**config.mk**
```make
export PLATFORM = sky130hd
export DESIGN_NAME = miss_handler
export DESIGN_NICKNAME = d
export VERILOG_FILES = /design/src/rtl/miss_handler_pkg.sv /design/src/rtl/mem_16x8.sv /design/src/rtl/miss_handler.sv
export SDC_FILE = /design/constraint.sdc
export NUM_CORES = 1
export LEC_CHECK = 0
export ABC_AREA = 1
export BUFFER_PORTS_ARGS = -buffer_cell sky130_fd_sc_hd__buf_2
export CAP_MARGIN = 20
export CORE_ASPECT_RATIO = 0.9
export CORE_MARGIN = 2
export CORE_UTILIZATION = 60
export CTS_BUF_LIST = sky130_fd_sc_hd__clkbuf_2
export CTS_CLUSTER_DIAMETER = 50
export DETAILED_ROUTE_END_ITERATION = 6
export PLACE_DENSITY = 0.82
export SKIP_LAST_GASP = 1
export SLEW_MARGIN = 30
export SYNTH_ARGS = -nofsm -noshare
export SYNTH_HDL_FRONTEND = slang
export SYNTH_SLANG_ARGS = --single-unit
```
**constraint.sdc**
```tcl
create_clock -name clock -period 2.45 [get_ports clock]
set_input_delay 0.49 -clock clock [delete_from_list [all_inputs] [get_ports clock]]
set_output_delay 0.49 -clock clock [all_outputs]
set_load 0.05 [all_outputs]
```
**src/rtl/miss_handler_pkg.sv**
```systemverilog
// Shared definitions for the cache miss handler: FSM encoding, victim field
// layout and the default main-memory latency.
package miss_handler_pkg;

   typedef enum logic [1:0] {
      S_IDLE       = 2'd0,
      S_WB_WAIT    = 2'd1,
      S_FETCH_WAIT = 2'd2,
      S_FILL       = 2'd3
   } state_t;

   localparam int MEM_LAT_DEFAULT = 3;

   // Victim word layout: {valid, dirty, addr[3:0], data[7:0]}
   localparam int WB_V       = 13;
   localparam int WB_D       = 12;
   localparam int WB_A_HI    = 11;
   localparam int WB_A_LO    = 8;
   localparam int WB_DATA_HI = 7;
   localparam int WB_DATA_LO = 0;

   function automatic logic [7:0] sat_inc(input logic [7:0] value);
      return (value == 8'hFF) ? value : value + 8'd1;
   endfunction

endpackage

```
**src/rtl/mem_16x8.sv**
```systemverilog
// 16x8 main memory: one write port and one registered read port; reset
// reloads the identity pattern mem[i] = i.
module mem_16x8 (
   input  logic       clock,
   input  logic       reset,
   input  logic       wr_en,
   input  logic [3:0] wr_addr,
   input  logic [7:0] wr_data,
   input  logic       rd_en,
   input  logic [3:0] rd_addr,
   output logic [7:0] rd_data
);

   logic [7:0] mem [16];

   // NOTE: a reset on a storage array maps it to flops rather than a RAM
   // macro; that cost is accepted because reset must restore known contents.
   always_ff @(posedge clock or negedge reset) begin
      if (!reset) begin
         for (int i = 0; i < 16; i++) begin
            mem[i] <= 8'(i);
         end
         rd_data <= '0;
      end else begin
         if (wr_en) begin
            mem[wr_addr] <= wr_data;
         end
         if (rd_en) begin
            rd_data <= mem[rd_addr];
         end
      end
   end

endmodule

```
**src/rtl/miss_handler.sv**
```systemverilog
// Cache miss handler: optional victim write-back, then a fetch from main
// memory, each taking MEM_LAT cycles, ending with a one-cycle fill pulse.
module miss_handler
   import miss_handler_pkg::*;
#(
   parameter int MEM_LAT = MEM_LAT_DEFAULT
) (
   input  logic        clock,
   input  logic        reset,
   input  logic        miss_req,
   input  logic [3:0]  endereco,
   input  logic        WB_needed,
   input  logic [13:0] WB,
   output logic        busy,
   output logic        fill_valid,
   output logic [3:0]  fill_addr,
   output logic [7:0]  fill_data,
   output logic [7:0]  wb_count
);

   localparam logic [3:0] LAT_LOAD = 4'(MEM_LAT - 1);

   state_t     state;
   logic [3:0] cnt;
   logic [3:0] req_addr;
   logic [3:0] victim_addr;
   logic [7:0] victim_data;
   logic       do_wb;
   logic       wb_done;
   logic       fetch_done;

   // Only a valid, dirty victim that the cache asks to evict costs a write-back.
   assign do_wb      = WB_needed & WB[WB_V] & WB[WB_D];
   assign wb_done    = (state == S_WB_WAIT)    && (cnt == 4'd0);
   assign fetch_done = (state == S_FETCH_WAIT) && (cnt == 4'd0);

   // NOTE: all state below is updated with non-blocking assignments so every
   // register samples pre-edge values, independent of statement order.
   always_ff @(posedge clock or negedge reset) begin
      if (!reset) begin
         state       <= S_IDLE;
         cnt         <= '0;
         req_addr    <= '0;
         victim_addr <= '0;
         victim_data <= '0;
         busy        <= 1'b0;
         fill_valid  <= 1'b0;
         fill_addr   <= '0;
         wb_count    <= '0;
      end else begin
         case (state)
            S_IDLE: begin
               if (miss_req) begin
                  req_addr    <= endereco;
                  victim_addr <= WB[WB_A_HI:WB_A_LO];
                  victim_data <= WB[WB_DATA_HI:WB_DATA_LO];
                  cnt         <= LAT_LOAD;
                  busy        <= 1'b1;
                  state       <= do_wb ? S_WB_WAIT : S_FETCH_WAIT;
               end
            end
            S_WB_WAIT: begin
               if (wb_done) begin
                  wb_count <= sat_inc(wb_count);
                  cnt      <= LAT_LOAD;
                  state    <= S_FETCH_WAIT;
               end else begin
                  cnt <= cnt - 4'd1;
               end
            end
            S_FETCH_WAIT: begin
               if (fetch_done) begin
                  fill_addr  <= req_addr;
                  fill_valid <= 1'b1;
                  state      <= S_FILL;
               end else begin
                  cnt <= cnt - 4'd1;
               end
            end
            S_FILL: begin
               fill_valid <= 1'b0;
               busy       <= 1'b0;
               state      <= S_IDLE;
            end
            default: begin
               busy       <= 1'b0;
               fill_valid <= 1'b0;
               state      <= S_IDLE;
            end
         endcase
      end
   end

   // The write lands on the WB_WAIT exit edge, a full wait period before the
   // fetch reads, so a same-address fill returns the evicted data.
   mem_16x8 u_mem (
      .clock   (clock),
      .reset   (reset),
      .wr_en   (wb_done),
      .wr_addr (victim_addr),
      .wr_data (victim_data),
      .rd_en   (fetch_done),
      .rd_addr (req_addr),
      .rd_data (fill_data)
   );

endmodule

```
* After elaboration in Yosys (flattened, before gate mapping)
Cells that the tools add are included.
** Word-level totals
- Output and inout port bits :: 22
- Input bits :: 22
- Bits in registers :: 172
** Operators by class
- Add/sub/neg operators :: 2
- Order comparisons :: 3
- Reduce and logical (&&, ||, !) cells :: 15
- Bitwise logic cells :: 5
- Mux-type cells :: 19
- Equal/unequal tests :: 8
** Operators by type and width (number)
- 128-bit bitwise mux :: 1
- 8-bit binary-select mux with 4-bit select :: 1
- 8-bit demux with 4-bit select :: 1
- 8-bit two-way mux :: 3
- 4-bit two-way mux :: 3
- 4-bit case mux with 3 select lines :: 1
- 5-bit >= comparator, second input constant :: 2
- 4-bit inverter with 5-bit output :: 2
- 3-bit AND reduction :: 3
- 8-bit by 1-bit adder with 8-bit output, second input constant :: 1
- 8-bit == test, second input constant :: 1
- 2-bit two-way mux :: 4
- 2-bit case mux with 4 select lines :: 1
- 2-bit AND reduction :: 4
- 2-bit inequality test, second input constant :: 3
- 5-bit by 1-bit < comparator with 1-bit output, second input constant :: 1
- 2-bit == test, second input constant :: 2
- 4-bit zero test :: 1
- 1-bit case mux with 2 select lines :: 2
- 2-bit nonzero test :: 2
- 4-bit by 1-bit subtractor with 4-bit output, second input constant :: 1
- 1-bit logical AND :: 3
- 3-bit nonzero test :: 1
- 1-bit AND :: 2
- other kinds (5) :: 6

* Depth between registers and ports, before layout
- Depth after elaboration :: 6
- Mapped depth :: 12
- Mapped depth without buffers :: 11

* Hierarchy
A second synthesis with hierarchy kept.
** Unflattened totals
- Cell total of the unflattened synthesis :: 990
- Area, all modules :: 7941.4 sq um
** Modules (own cells, without submodules)
- mem_16x8 :: seq. area each 3443.3 sq um, area an instance 6199.7 sq um, times used 1, cells an instance 771
- miss_handler :: seq. area each 900.9 sq um, area an instance 1741.7 sq um, times used 1, cells an instance 219

* Least setup slack after synthesis
OpenSTA, ideal clock, no wires.
- Kind :: reg2reg
- Start :: register wb_count[0]
- End :: register wb_count[2]
- Setup time :: 120 ps
- Data arrival time :: 1848 ps
- Setup slack :: 482 ps
- Cell stages (with the launch flop) :: 9
- Cells stage by stage :: dfrtp_1 ha_1 nand2_1 nor2_1 nand3_1 o21ai_2 inv_1 nand3_1 nand2_1
** On the way
- Longest elaborated chain between the ends :: 3
** Ends and longest elaborated chain
- start: declaration :: line miss_handler.sv:18 : output logic [7:0] wb_count
- start signal: assignment :: line miss_handler.sv:64 : wb_count <= sat_inc(wb_count);
- parallel branches: the longest is 3 deep, another holds 8-bit by 1-bit adder with 8-bit output
Parallel ways; which one is timed is not known.
A chain may end at the register's enable or synchronous reset.

* Worst setup path in the final report
- Start :: register cnt[0]
- End :: register u_mem.mem[68] in the netlist's numbering
** On the way
- Longest elaborated chain between the ends :: 2
** Ends and longest elaborated chain
- start: declaration :: line miss_handler.sv:24 : logic [3:0] cnt;
- start signal: assignment :: line miss_handler.sv:68 : cnt <= cnt - 4'd1;
- start signal: assignment :: line miss_handler.sv:77 : cnt <= cnt - 4'd1;
- 4-bit zero test :: line miss_handler.sv:34 : assign wb_done = (state == S_WB_WAIT) && (cnt == 4'd0);
- 1-bit logical AND :: line miss_handler.sv:34
- end signal: indexed assignment :: line mem_16x8.sv:21 : mem[i] <= 8'(i);
- end signal: indexed assignment :: line mem_16x8.sv:26 : mem[wr_addr] <= wr_data;
- end: declaration :: line mem_16x8.sv:14 : logic [7:0] mem [16];
Every way passes these cells.

==> flow_metrics.env <==
export IMPL_run_status="finished with violations"
export IMPL_failed_checks="DRC"
export IMPL_detail_route_vias_per_cell=5.59
export IMPL_post_synth_inst_count=1007
export IMPL_report_final_hold_viol_count=0
export IMPL_finalNonFillerCells=1230
export IMPL_report_final_setup_viol=0
export IMPL_grt_met2_usage=0.462
export IMPL_first_pass_iters=7
export IMPL_ant_nets=0
export IMPL_critical_path_endpoint_type="register"
export IMPL_syn_cell_area_um2=8110
export IMPL_worst_ir_drop_vdd_mv=1.21
export IMPL_dp_hpwl_um=13300
export IMPL_post_synth_num_cell_types=31
export IMPL_clkTransAtPathRegs_ns=0.22
export IMPL_die_area_um2=14500
export IMPL_synthesis_area_per_instance_um2=8.06
export IMPL_num_vias=6874
export IMPL_layout_cells_most_common="sky130_fd_sc_hd__nand2_1"
export IMPL_grt_use_met1=0.393
export IMPL_multi_input_area_um2=3110
export IMPL_first_global_vias=6538
export IMPL_layout_nets=1078
export IMPL_max_freq_mhz=462
export IMPL_global_route_wire_length_before_repair_um=32900
export IMPL_detail_route_drc_violations=15
export IMPL_area_growth_syn_to_layout_pct=8.68
export IMPL_yosys_register_bits=172
export IMPL_hp_class="in2reg"
export IMPL_drive_above_1_share=0.136
export IMPL_io_pins=44
export IMPL_layout_cells_most_common_list="sky130_fd_sc_hd__nand2_1 (302), sky130_fd_sc_hd__dfrtp_1 (139), sky130_fd_sc_hd__o21ai_0 (126)"
export IMPL_ys_seq_area_frac=0.536
export IMPL_critPathKind="reg2reg"
export IMPL_use_met3=0.0818
export IMPL_cap_violations=0
export IMPL_setup_worst_path_start_class="register"
export IMPL_critical_path_peak_fanout=16
export IMPL_pin_count_of_the_biggest_net_entering_global_routing=73
export IMPL_detailedRoute_firstIterationViolations=782
export IMPL_grt_usage=0.294
export IMPL_final_core_utilization=0.665
export IMPL_grt_ovfl_total=0
export IMPL_post_route_min_period_ns=2.16
export IMPL_gp_routability_congestion=0.945
export IMPL_worst_skew_pair_later_pin_latency_ns=0.80
export IMPL_fin_skew_ns=0.0225
export IMPL_floorplan_initialDensity=0.612
export IMPL_placed_cells=1180
export IMPL_worst_endpoint_arrival_ns=2.83
export IMPL_cts_tree="yes"
export IMPL_clock_tree_htree_level_count=4
export IMPL_die_x_um=127
export IMPL_worst_case_setup_margin_in_the_final_layout_ns=0.286
export IMPL_grt_antenna_before_repair=1
export IMPL_io_buffers=43
export IMPL_ys_warn_count=0
export IMPL_rsz0062_at_grt="no"
export IMPL_cts_sinks=172
export IMPL_worst_max_slew_margin_expressed_relative_to_the_limit=0.455
export IMPL_post_cts_buffers=0
export IMPL_power_density_nw_per_um2=1170
export IMPL_postRouteWirelength_um=20100
export IMPL_area_sequential_um2=4350
export IMPL_dp_slack_ns=0.322
export IMPL_design_core_area_um2=13300
export IMPL_clock_tree_root_buffer_cell="sky130_fd_sc_hd__clkbuf_2"
export IMPL_fin_tns_setup_ns=0
export IMPL_wire_per_inst_um=16.3
export IMPL_worst_slew_pin_slew_ns=0.811
export IMPL_worst_endpoint_required_ns=3.12
export IMPL_num_fill_cells=1094
export IMPL_layout_worst_path_cycle_share=0.883
export IMPL_grt_most_used_layer="met2"
export IMPL_mappedNetlistNets=1037
export IMPL_die_h_um=114
export IMPL_cts_resized=0
export IMPL_cts_made_buffers=17
export IMPL_cts_root_to_sink_buffers=2
export IMPL_p_leak_nw=4.10
export IMPL_finalMaxSlewViolations=0
export IMPL_fp_row_count=40
## flip-flops by register name, indices dropped and copies added (netlist names)
signal / flops
u_mem.mem: 128
state: 2
u_mem.rd_data: 8
victim_addr: 4
busy: 1
req_addr: 4
wb_count: 8
victim_data: 8
fill_addr: 4
fill_valid: 1
cnt: 4
## cells in the mapped netlist
cell type | number | area share
sky130_fd_sc_hd__nand2_1 | 302 | 0.14
sky130_fd_sc_hd__dfrtp_1 | 140 | 0.43
sky130_fd_sc_hd__o21ai_0 | 126 | 0.078
sky130_fd_sc_hd__inv_1 | 111 | 0.051
sky130_fd_sc_hd__nand3_1 | 87 | 0.054
sky130_fd_sc_hd__o21ai_1 | 50 | 0.031
sky130_fd_sc_hd__nor2_1 | 41 | 0.019
sky130_fd_sc_hd__dfstp_2 | 32 | 0.10
sky130_fd_sc_hd__clkbuf_1 | 26 | 0.012
sky130_fd_sc_hd__buf_2 | 17 | 0.010
sky130_fd_sc_hd__a21oi_1 | 16 | 0.0099
sky130_fd_sc_hd__buf_1 | 9 | 0.0042
sky130_fd_sc_hd__ha_1 | 8 | 0.012
sky130_fd_sc_hd__o211ai_1 | 7 | 0.0065
sky130_fd_sc_hd__nor2_2 | 6 | 0.0046
sky130_fd_sc_hd__nand2_2 | 5 | 0.0039
sky130_fd_sc_hd__inv_2 | 3 | 0.0014
sky130_fd_sc_hd__nand4_1 | 3 | 0.0023
sky130_fd_sc_hd__nor4_4 | 3 | 0.0079
sky130_fd_sc_hd__xnor2_1 | 3 | 0.0032
sky130_fd_sc_hd__xor2_1 | 2 | 0.0022
sky130_fd_sc_hd__buf_6 | 1 | 0.0014
sky130_fd_sc_hd__clkinv_1 | 1 | 0.00046
sky130_fd_sc_hd__nand3_2 | 1 | 0.0012
sky130_fd_sc_hd__nor2_4 | 1 | 0.0014
sky130_fd_sc_hd__nor3_1 | 1 | 0.00062
sky130_fd_sc_hd__nor3_2 | 1 | 0.0012
sky130_fd_sc_hd__nor3_4 | 1 | 0.0020
sky130_fd_sc_hd__o21ai_2 | 1 | 0.0011
sky130_fd_sc_hd__o22a_1 | 1 | 0.0011
sky130_fd_sc_hd__o22ai_1 | 1 | 0.00077
## path summary, 6_finish.rpt
| check | startpoint | endpoint | slack (ns) | cells after the start |
|---|---|---|---|---|
| setup / recovery | cnt[0] | u_mem.mem[68] | 0.29 | 7 |
| hold / removal | miss_req | busy | 0.01 | 4 |
| setup reg to reg | cnt[0] | u_mem.mem[68] | 0.29 | 7 |
| hold reg to reg | u_mem.mem[33] | u_mem.mem[33] | 0.49 | 2 |
| max in group asynchronous | reset | u_mem.mem[27] | 1.57 | 3 |
| min in group asynchronous | reset | u_mem.mem[34] | 0.12 | 2 |
## stage by stage
step                cell area, µm²  total power [mW]  hold slack, ns
floorplan                     8110              7.65           0.194
global placement              8470              8.86           0.411
detailed placement            8470              9.00           0.416
CTS                           8810              10.2          0.0316
global route                  8820              11.1          0.0507
finish                        8820              10.3          0.0113
## worst max-delay path, stage by stage (launching register included)
cell	delay (ns)
sky130_fd_sc_hd__dfrtp_1	0.40
sky130_fd_sc_hd__inv_1	0.15
sky130_fd_sc_hd__ha_1	0.17
sky130_fd_sc_hd__nand2_1	0.08
sky130_fd_sc_hd__nor2_4	0.14
sky130_fd_sc_hd__nand2_2	0.25
sky130_fd_sc_hd__nor4_4	0.68
sky130_fd_sc_hd__o21ai_0	0.17
## cell families after synthesis
| group | synth area share |
|---|---|
| flops | 0.536 |
| buf+inv | 0.0813 |
| fa+ha+maj | 0.0123 |
| compound gates | 0.128 |
| simple gates | 0.238 |
| xor+xnor | 0.00540 |
## cell type report
cell class                      count  area share
Multi-Input combinational cell    667       0.353
Clock inverter                     12     0.00866
Antenna cell                        1    0.000284
Sequential cell                   172       0.493
Clock buffer                       20      0.0114
Tap cell                          168      0.0238
Inverter                          115      0.0490
Timing Repair Buffer               75      0.0615
## routing by layer
layer | up-vias | share of wire
met2 | 301 | 0.47
li1 | 3292 | -
met3 | 55 | 0.085
met5 | - | 0
met4 | 0 | 0.027
met1 | 3226 | 0.42
## repair_timing
item / CTS / global route
hold endpoints to repair: 137 / 0
endpoints found under the setup margin: 0 / 0
hold buffers: 17 / 0
## where the power goes
part           switching [mW]  total (mW)  internal [mW]
Combinational            3.18        4.51           1.32
Sequential              0.666        4.56           3.89
Clock                   0.986        1.25          0.264
Total                    4.84        10.3           5.48
No activity file was read; power rests on OpenSTA's default activity.
